### config.mk
export PLATFORM = sky130hd
export DESIGN_NAME = piso_tx
export DESIGN_NICKNAME = d
export VERILOG_FILES = /design/src/rtl/piso_tx_pkg.sv /design/src/rtl/piso_tx.sv
export SDC_FILE = /design/constraint.sdc
export NUM_CORES = 1
export LEC_CHECK = 0
export ABC_CLOCK_PERIOD_IN_PS = 1550
export CAP_MARGIN = 20
export CELL_PAD_IN_SITES_DETAIL_PLACEMENT = 1
export CELL_PAD_IN_SITES_GLOBAL_PLACEMENT = 1
export CORE_MARGIN = 2
export CORE_UTILIZATION = 35
export DETAILED_ROUTE_END_ITERATION = 16
export PLACE_DENSITY = 0.81
export SYNTH_ARGS = -nofsm -noshare
export SYNTH_HDL_FRONTEND = slang
export SYNTH_SLANG_ARGS = --single-unit
export TNS_END_PERCENT = 10
### constraint.sdc
create_clock -name clk -period 1.55 [get_ports clk]
set_input_delay 0.31 -clock clk [delete_from_list [all_inputs] [get_ports clk]]
set_output_delay 0.31 -clock clk [all_outputs]
set_load 0.03 [all_outputs]
### src/rtl/piso_tx_pkg.sv
// Shared USB hub datapath constants.
// The byte width is shared by the serial receiver and this transmitter so that
// both ends of the hub datapath always agree on how many bits make a byte.
package piso_tx_pkg;

    localparam int USB_BYTE_WIDTH = 8;

endpackage

### src/rtl/piso_tx.sv
// piso_tx: parallel-in/serial-out byte transmitter for the USB hub datapath.
// Bytes arrive on a valid/ready handshake and leave LSB-first, one bit per clock.
// A one-entry holding register lets the next byte queue up while the current
// byte shifts out, so consecutive bytes leave with no idle cycle between them.
module piso_tx
    import piso_tx_pkg::*;
#(
    parameter int DATA_WIDTH = USB_BYTE_WIDTH
)
(
    input  logic                  clk,
    input  logic                  rst,
    input  logic [DATA_WIDTH-1:0] p_data_in,
    input  logic                  p_data_in_val,
    output logic                  p_data_in_rdy,
    input  logic                  piso_cancel,
    output logic                  s_data_out,
    output logic                  s_data_out_val,
    output logic                  s_byte_last
);

    localparam int CNT_W = $clog2(DATA_WIDTH);

    // State encoding is private to this block.
    localparam logic [0:0] ST_IDLE  = 1'b0;
    localparam logic [0:0] ST_SHIFT = 1'b1;

    localparam logic [CNT_W-1:0] LAST_BIT = CNT_W'(DATA_WIDTH - 1);

    logic [0:0]            r_state;
    logic [DATA_WIDTH-1:0] r_shift;
    logic [DATA_WIDTH-1:0] r_hold;
    logic                  r_hold_full;
    logic [CNT_W-1:0]      r_cnt;

    logic w_rdy;
    logic w_accept;
    logic w_last_bit;
    logic w_shifting;

    // Ready depends only on registers and the clearing inputs, never on valid,
    // so the upstream stage cannot form a combinational loop through us.
    assign w_rdy      = !r_hold_full && !piso_cancel && !rst;
    assign w_accept   = p_data_in_val && w_rdy;
    assign w_shifting = (r_state == ST_SHIFT);
    assign w_last_bit = w_shifting && (r_cnt == LAST_BIT);

    assign p_data_in_rdy  = w_rdy;
    assign s_data_out     = r_shift[0];
    assign s_data_out_val = w_shifting;
    assign s_byte_last    = w_last_bit;

    // Main datapath and FSM: load, shift, refill from hold or bypass, or drain to idle.
    always_ff @(posedge clk) begin
        if (rst || piso_cancel) begin
            r_state     <= ST_IDLE;
            r_shift     <= '0;
            r_hold      <= '0;
            r_hold_full <= 1'b0;
            r_cnt       <= '0;
        end else if (r_state == ST_IDLE) begin
            // First byte of a burst goes straight into the shifter; hold stays empty.
            if (w_accept) begin
                r_shift <= p_data_in;
                r_cnt   <= '0;
                r_state <= ST_SHIFT;
            end
        end else if (w_last_bit) begin
            if (r_hold_full) begin
                // Queued byte continues the stream seamlessly.
                r_shift     <= r_hold;
                r_hold_full <= 1'b0;
                r_cnt       <= '0;
            end else if (w_accept) begin
                // Byte arriving exactly on the last bit bypasses the hold register.
                r_shift <= p_data_in;
                r_cnt   <= '0;
            end else begin
                // Nothing queued: the line goes quiet, marking end of packet downstream.
                r_state <= ST_IDLE;
                r_shift <= '0;
                r_cnt   <= '0;
            end
        end else begin
            r_shift <= {1'b0, r_shift[DATA_WIDTH-1:1]};
            r_cnt   <= r_cnt + 1'b1;
            if (w_accept) begin
                r_hold      <= p_data_in;
                r_hold_full <= 1'b1;
            end
        end
    end

endmodule

Word level (Yosys, flattened, before mapping). Index checks and enable logic that the tools add are counted.

Flip-flop bits (word level): 21. Input port bits: 12. Word-level logic and storage cells: 34.

Add/sub/neg operators: 1. Equal/unequal tests: 1. Mux-type cells: 14. Bitwise gates (word level): 1. Reductions and logical operators: 12.

Operators by type and width (count): $mux W8 (5); $mux W3 (3); $mux W1 (6); $logic_and A1 B1 Y1 (4); $reduce_bool A2 Y1 (2); $add A3 B1 Y3 const B (1); $eq A3 B3 Y1 const B (1); $logic_not A1 Y1 (3); $reduce_and A3 Y1 (1); $reduce_and A2 Y1 (1); $logic_or A1 B1 Y1 (1); $not A1 Y1 (1).

Depth between registers and ports, before layout.
Depth in word-level cells: 8. Gate-level depth with buffers: 6. Depth with buffers taken out: 5.

Worst setup path after synthesis. No wires, ideal clock.

Kind: register -> register. Start point: reg r_state, in the netlist s_data_out_val. End point: reg r_shift[4]. Library setup time: 0.091 ns. Arrival: 1.456 ns. Required time: 1.459 ns. Path slack: 0.003 ns. Stages on the path, launching flop included: 6. Period minus slack after synthesis: 1.547 ns. Cell sequence: dfxtp_1 > buf_2 > clkbuf_1 > nor2_1 > a31o_2 > a311oi_1.

Cells in the longest elaborated chain, start to end: 3. Elaborated cells between the ends (all ways): 4.

RTL lines: start: declaration (line piso_tx.sv:30) `logic [0:0] r_state;`; start signal: assignment (line piso_tx.sv:56) `r_state <= ST_IDLE;`; start signal: assignment (line piso_tx.sv:66) `r_state <= ST_SHIFT;`; start signal: assignment (line piso_tx.sv:80) `r_state <= ST_IDLE;`; $logic_and A1 B1 Y1 (line piso_tx.sv:46) `assign w_last_bit = w_shifting && (r_cnt == LAST_BIT);`; $mux W8 (line piso_tx.sv:68) `end else if (w_last_bit) begin`; $mux W8 (line piso_tx.sv:61) `end else if (r_state == ST_IDLE) begin`; end signal: assignment (line piso_tx.sv:64) `r_shift <= p_data_in;`; end signal: assignment (line piso_tx.sv:71) `r_shift <= r_hold;`; end signal: assignment (line piso_tx.sv:76) `r_shift <= p_data_in;`; end: declaration (line piso_tx.sv:31) `logic [DATA_WIDTH-1:0] r_shift;`.

Several ways; a longest one is shown, not always the timed one. A chain may end at the register's enable or synchronous reset.

Final worst setup path.
Start point: reg r_cnt[1]. End point: out s_byte_last.

Cells in the longest elaborated chain, start to end: 2.

RTL lines: start: declaration (line piso_tx.sv:34) `logic [CNT_W-1:0] r_cnt;`; start signal: assignment (line piso_tx.sv:86) `r_cnt <= r_cnt + 1'b1;`; $eq A3 B3 Y1 (line piso_tx.sv:46); $logic_and A1 B1 Y1 (line piso_tx.sv:46); end: declaration (line piso_tx.sv:19) `output logic s_byte_last`.

No other way between the ends.

==> results.toml <==
[floorplanning]
chipHeight_um = 60.0
fp-row-count = 20
initial_utilization_pct = 36.3
coreArea_mm2 = 0.00303
die_w_um = 60.0
design.die.area_mm2 = 0.00360
io_pins = 16

[global_route]
track_usage_pct = 19.7
overflow = 0
grt-busiest-layer = "met2"
gr-usage-met2_pct = 36.0
met1_usage_pct = 22.6
grt_antenna_before_repair = 0
grt_pass1_vias = 1185
grt_pass1_wl_um = 5330
grt_max_degree = 23
use_met3_pct = 3.03

[setup_path]
r2r_slack_ns = -0.02
critPathKind = "register to output port"
endpoint_kind = "output port"
timing.rr.end = "r_shift[4]"
regToRegStartpoint = "r_cnt[1]"
crit_required_ns = 1.24
cp_max_fo = 4
cp-start-kind = "register"
reg2regPathDepth = 6
arrival_ns = 1.31

[clock_tree]
cts_buffers = 3
cts_hold_buf = 0
htreeDepth = 1
cts_tree = "built"
clk_path_buf_depth = 2
cts_root_buffer = "clkbuf_4"
cts.sinks = 21
clkTransAtPathRegs_ns = 0.12
clock_latency_ns = 0.32

[place]
place_area_mm2 = 0.00137
dpl.hpwl_um = 2240
portBuffers = 15
dp.cells = 198
gp_congestion = 0.800

[sta]
post-route-min-period_ns = 1.62
worstMarginPinSlew_ns = 0.340
slew_headroom_pct = 77.3
fin_ws_ns = -0.0669
max_freq_mhz = 618
report.final.hold_viol_count = 0
setup_violations = 2
maxSlewViolCount = 0
rsz0062_at_grt = "yes"
fin_crit_sh_pct = 104
skew_ns = 0.00497

[finish]
antenna_cells = 0
final_cell_mix = "nand3_1 (25), buf_4 (18), dfxtp_1 (18)"
drive_above_1_share_pct = 27.5
nets = 175
fin_cells = 204
final_cell_area_mm2 = 0.00148
area_delta_synth_final_pct = 34.5
layout_commonest_cell = "nand3_1"

[yosys]
muxShareOfSynthArea_pct = 0
synthArstFlopShare_pct = 0
yosys.area_share.simple_pct = 30.4
netlist-cell-type-count = 25
synth_xor_area_share_pct = 0
synth-main-ff-cell = "dfxtp_1"
syn_nets = 148
syn_area_per_cell_um2 = 8.20
synth_edf_count = 0
synth_seq_area_share_pct = 38.3
synth_warnings = 0
syn_area_mm2 = 0.00110
synth-seq-cells = 21
synth_compound_area_share_pct = 22.7
syn_inst = 134
synth_adder_area_share_pct = 2.28
synth_top_family_by_area = "simple AND/OR/NAND/NOR gates"

[routing]
post-route-drc-count = 0
viasPerCell = 5.55
drt_iter0_drc = 31
antenna_left = 0
wl_per_cell_um = 16.8
first_pass_iters = 4
wl_um = 3420
vias = 1133

[power_and_ir_drop]
peakVddDrop_uv = 259
power_density_mw_per_mm2 = 671
p_leak_nw = 0.501

[min_path]
min_path_cells = 2
min_from = "r_hold[7]"
hp-class = "register to register"
hold_path_end = "r_hold[7]"

[flow_run]
drv_cap = 0

[outcome]
violations = "negative setup slack"
status = "finished, violations left"
through the flow:
step | utilization [%] | hold slack (ns) | setup TNS, ns | setup slack [ns] | power [mW]
finish | 48.8 | 0.495 | -0.0860 | -0.0669 | 0.991
global route | 48.8 | 0.518 | -0.601 | -0.106 | 1.04
detailed placement | 45.2 | 0.478 | -7.16 | -0.442 | 0.710
floorplan | - | 0.454 | 0 | 0.00268 | 0.638
CTS | 48.2 | 0.496 | -0.0702 | -0.0569 | 0.991
global placement | 45.2 | 0.467 | -6.37 | -0.407 | 0.704
routing by layer:
layer	part of all wire [%]	vias to the layer above
met4	1.3	0
met5	0	-
li1	-	550
met2	54	21
met3	2.5	5
met1	42	557
cell usage after synthesis, types with 2 or more instances:
master / n / area (um^2)
a21oi_1: 10 / 50.1
o21ai_0: 8 / 40.0
nand3_1: 25 / 125
nor2_1: 13 / 48.8
ha_1: 2 / 25.0
buf_6: 2 / 22.5
nand2b_1: 9 / 56.3
nor3_1: 7 / 35.0
dfxtp_1: 21 / 420
a32oi_1: 2 / 17.5
a31oi_1: 2 / 12.5
buf_2: 5 / 25.0
a311oi_1: 6 / 52.6
clkbuf_1: 5 / 18.8
a31o_2: 7 / 61.3
cells by family (layout without fill, tap and decap cells):
| group | after synthesis | count (layout) |
|---|---|---|
| buffers and inverters | 13 | 39 |
| AOI/OAI and AO/OA | 37 | 37 |
| and+or+nand+nor | 61 | 61 |
| DFF | 21 | 21 |
| adders and majority gates | 2 | 2 |
layout make-up:
class / count / area, um^2
clock buffers: 4 / 26.3
inverters: 1 / 3.75
well taps: 44 / 55.1
flip-flops and latches: 21 / 424
repair buffers: 34 / 314
multi-input cells: 100 / 654
fillers: 359 / 1550
worst max path at each step:
stage / from / to / slack [ns] / cells after the start
final: r_cnt[1] / s_byte_last / -0.07 / 4
after CTS: r_cnt[0] / s_byte_last / -0.06 / 4
after detailed placement: piso_cancel / r_shift[4] / -0.44 / 4
after global placement: piso_cancel / r_shift[3] / -0.41 / 4
after global routing: r_cnt[0] / s_byte_last / -0.11 / 4
after floorplan: s_data_out_val / r_shift[4] / 0.003 / 5
sequential cells by signal, indices dropped and copies added, names as in the netlist:
register / count
r_shift: 8
r_hold: 8
r_hold_full: 1
s_data_out_val: 1
r_cnt: 3
where the power goes:
part	internal, mW	switching, mW
combinational	0.0750	0.0788
sequential	0.547	0.00474
clock	0.101	0.184
total	0.723	0.268
critical path, stage by stage, from the launching register on:
cell and delay [ns]:
dfxtp_2 0.36, ha_4 0.16, ha_4 0.17, and2_4 0.17, buf_6 0.13
repair_timing:
item / CTS / global route
pin swaps: 1 / 1
gates resized for setup: 17 / 5
setup buffers: 2 / 0
setup endpoints to repair: 14 / 10
Note: power is estimated with default switching activity, not from simulation.
==> RTL change, RTL diff (config.mk and constraints unchanged) <==
The package constant `USB_BYTE_WIDTH` goes from 8 to 16.
--- a/src/rtl/piso_tx_pkg.sv
+++ b/src/rtl/piso_tx_pkg.sv
@@ -3,7 +3,7 @@
 // both ends of the hub datapath always agree on how many bits make a byte.
 package piso_tx_pkg;
 
-    localparam int USB_BYTE_WIDTH = 8;
+    localparam int USB_BYTE_WIDTH = 16;
 
 endpackage
 
Interface: changed (resized p_data_in); port bits go from 16 to 24. No check against the original RTL was run, so the function may have changed too.
==> RTL change against the original RTL <==
- the run still ends with setup timing left
- sequential power is 85% higher
- worst setup slack better by 0.053 ns
- final area is 91% higher
- synthesized area is 90% higher
- via count is 91% higher
- power is 110% higher
- sequential cell count is 17 higher
- routed wire length is 110% higher
- die area is 83% higher
- sequential share of layout area is 1.6 points lower
==> RTL change: results (changes against the original RTL) <==
[setup_path]
r2r_start=r_hold_full  ; was r_cnt[1]
cpPeakStageDelay_ns=0.57  ; was 0.36 ns
slowest_stage=or4b_4  ; was dfxtp_2
cp.arrival_ns=1.75  ; was 1.31 ns
critPathKind=flop to flop  ; was flop to primary output
crit_family=simple AND/OR/NAND/NOR gates  ; was flip-flops

[yosys]
syn_nets=266  ; was 148
synthTopCellsByCount=dfxtp_1, clkbuf_1, o311ai_0  ; was nand3_1, dfxtp_1, nor2_1
synth.distinct_cells=31  ; was 25
synthTopCellsByArea=dfxtp_1, o311ai_0, a22oi_1, nor2b_1, o31ai_1  ; was dfxtp_1, nand3_1, a31o_2, nand2b_1, a311oi_1
ys_seq_area_frac=0.365  ; was 0.383

[final_layout]
nets=302  ; was 175
antenna-diode-count=0  ; unchanged
drive_above_1_share=0.266  ; was 0.275
largest_registers=r_hold: 16 flops, r_shift: 16 flops, r_cnt: 4 flops  ; was r_hold: 8 flops, r_shift: 8 flops, r_cnt: 3 flops

[place]
gp_congestion=0.775  ; was 0.800
place_worst_setup_slack_ns=-0.674  ; was -0.442 ns
placed_cell_area_um2=2520  ; was 1370 µm²
portBuffers=23  ; was 15
dp_hpwl_um=4290  ; was 2240 µm

[detailed_routing]
drtIter0Drc=87  ; was 31
via_count=2159  ; was 1133
wl_per_cell_um=19.7  ; was 16.8 µm

[hold_path]
min_from=r_hold[3]  ; was r_hold[7]

[pwr]
p_leak_uw=0.00108  ; was 0.000501 µW
p_seq_frac=0.482  ; was 0.557
pwr-share-comb=0.174  ; was 0.155
peakVddDrop_mv=0.396  ; was 0.259 mV
p_sw_frac=0.274  ; was 0.270

[clock_tree]
post_cts_buffers=3  ; was 2
cts.repair.resized=24  ; was 17
cts.clk_slew.worst_paths_ns=0.07  ; was 0.12 ns
cts_buffers=5  ; was 3
ctsRootBufferMaster=clkbuf_8  ; was clkbuf_4
h-tree-depth=2  ; was 1
clk-insertion-delay-late_ns=0.30  ; was 0.32 ns

[outcome]
outcome=finished with violations  ; unchanged
violations=setup timing  ; unchanged

[sta]
finalClockSkew_ns=0.00831  ; was 0.00497 ns
setup_tns_ns=-0.0294  ; was -0.0860 ns
setup_ws_ns=-0.0141  ; was -0.0669 ns
setup_viol=3  ; was 2
worstMarginPinSlew_ns=0.735  ; was 0.340 ns

[global_route]
grt_pass1_wl_um=11200  ; was 5330 µm
grt_max_degree=39  ; was 23
grt_usage=0.225  ; was 0.197

-- RTL change: tightest hold or removal path, cell delays in order, from the launching register on --
cell      delay, ns
dfxtp_1        0.31
o311ai_0       0.08
nand2_1        0.06
-- RTL change: cell type report --
cell class              instances  area [µm²]
clock buffers                   7        86.3
clock inverters                 1        5.00
fillers                       665        3020
inverters                       2        7.51
multi-input cells             175        1320
flip-flops and latches         38         766
well taps                      75        93.8
repair buffers                 59         547
-- RTL change: final timing paths --
path | slack (ns) | cells past startpoint | to
worst min-delay path | 0.49 | 2 | r_hold[3]
worst max register to register | -0.01 | 5 | r_shift[15]
worst max-delay path | -0.01 | 5 | r_shift[15]
worst min register to register | 0.49 | 2 | r_hold[3]
-- RTL change: cell families after synthesis --
kind of cell             count (synthesis)  synth area share
buffers and inverters                   32            0.0648
AND/OR/NAND/NOR                         86             0.239
AO/OA/AOI/OAI                           87             0.321
multiplexers                             1           0.00480
flip-flops                              38             0.365
adder cells (fa/ha/maj)                  1           0.00600
-- RTL change: layer usage --
layer / part of all wire / vias up / global-route usage / wire (µm)
met2: 0.53 / 36 / 0.399 / 3700
met4: 0.015 / 0 / 0.0746 / 108
met5: 0 / - / 0 / 0
met3: 0.023 / 7 / 0.0433 / 163
met1: 0.44 / 1077 / 0.273 / 3060
li1: - / 1039 / - / -
-- RTL change: per-stage QoR --
stage / power (µW) / hold WS [ns] / util / instances
2_1_floorplan: 1210 / 0.447 / - / 245
3_3_place_gp: 1350 / 0.464 / 0.432 / 344
3_5_place_dp: 1360 / 0.475 / 0.432 / 344
4_1_cts: 2120 / 0.490 / 0.465 / 356
5_1_grt: 2220 / 0.511 / 0.484 / 357
6_report: 2120 / 0.491 / 0.484 / 357
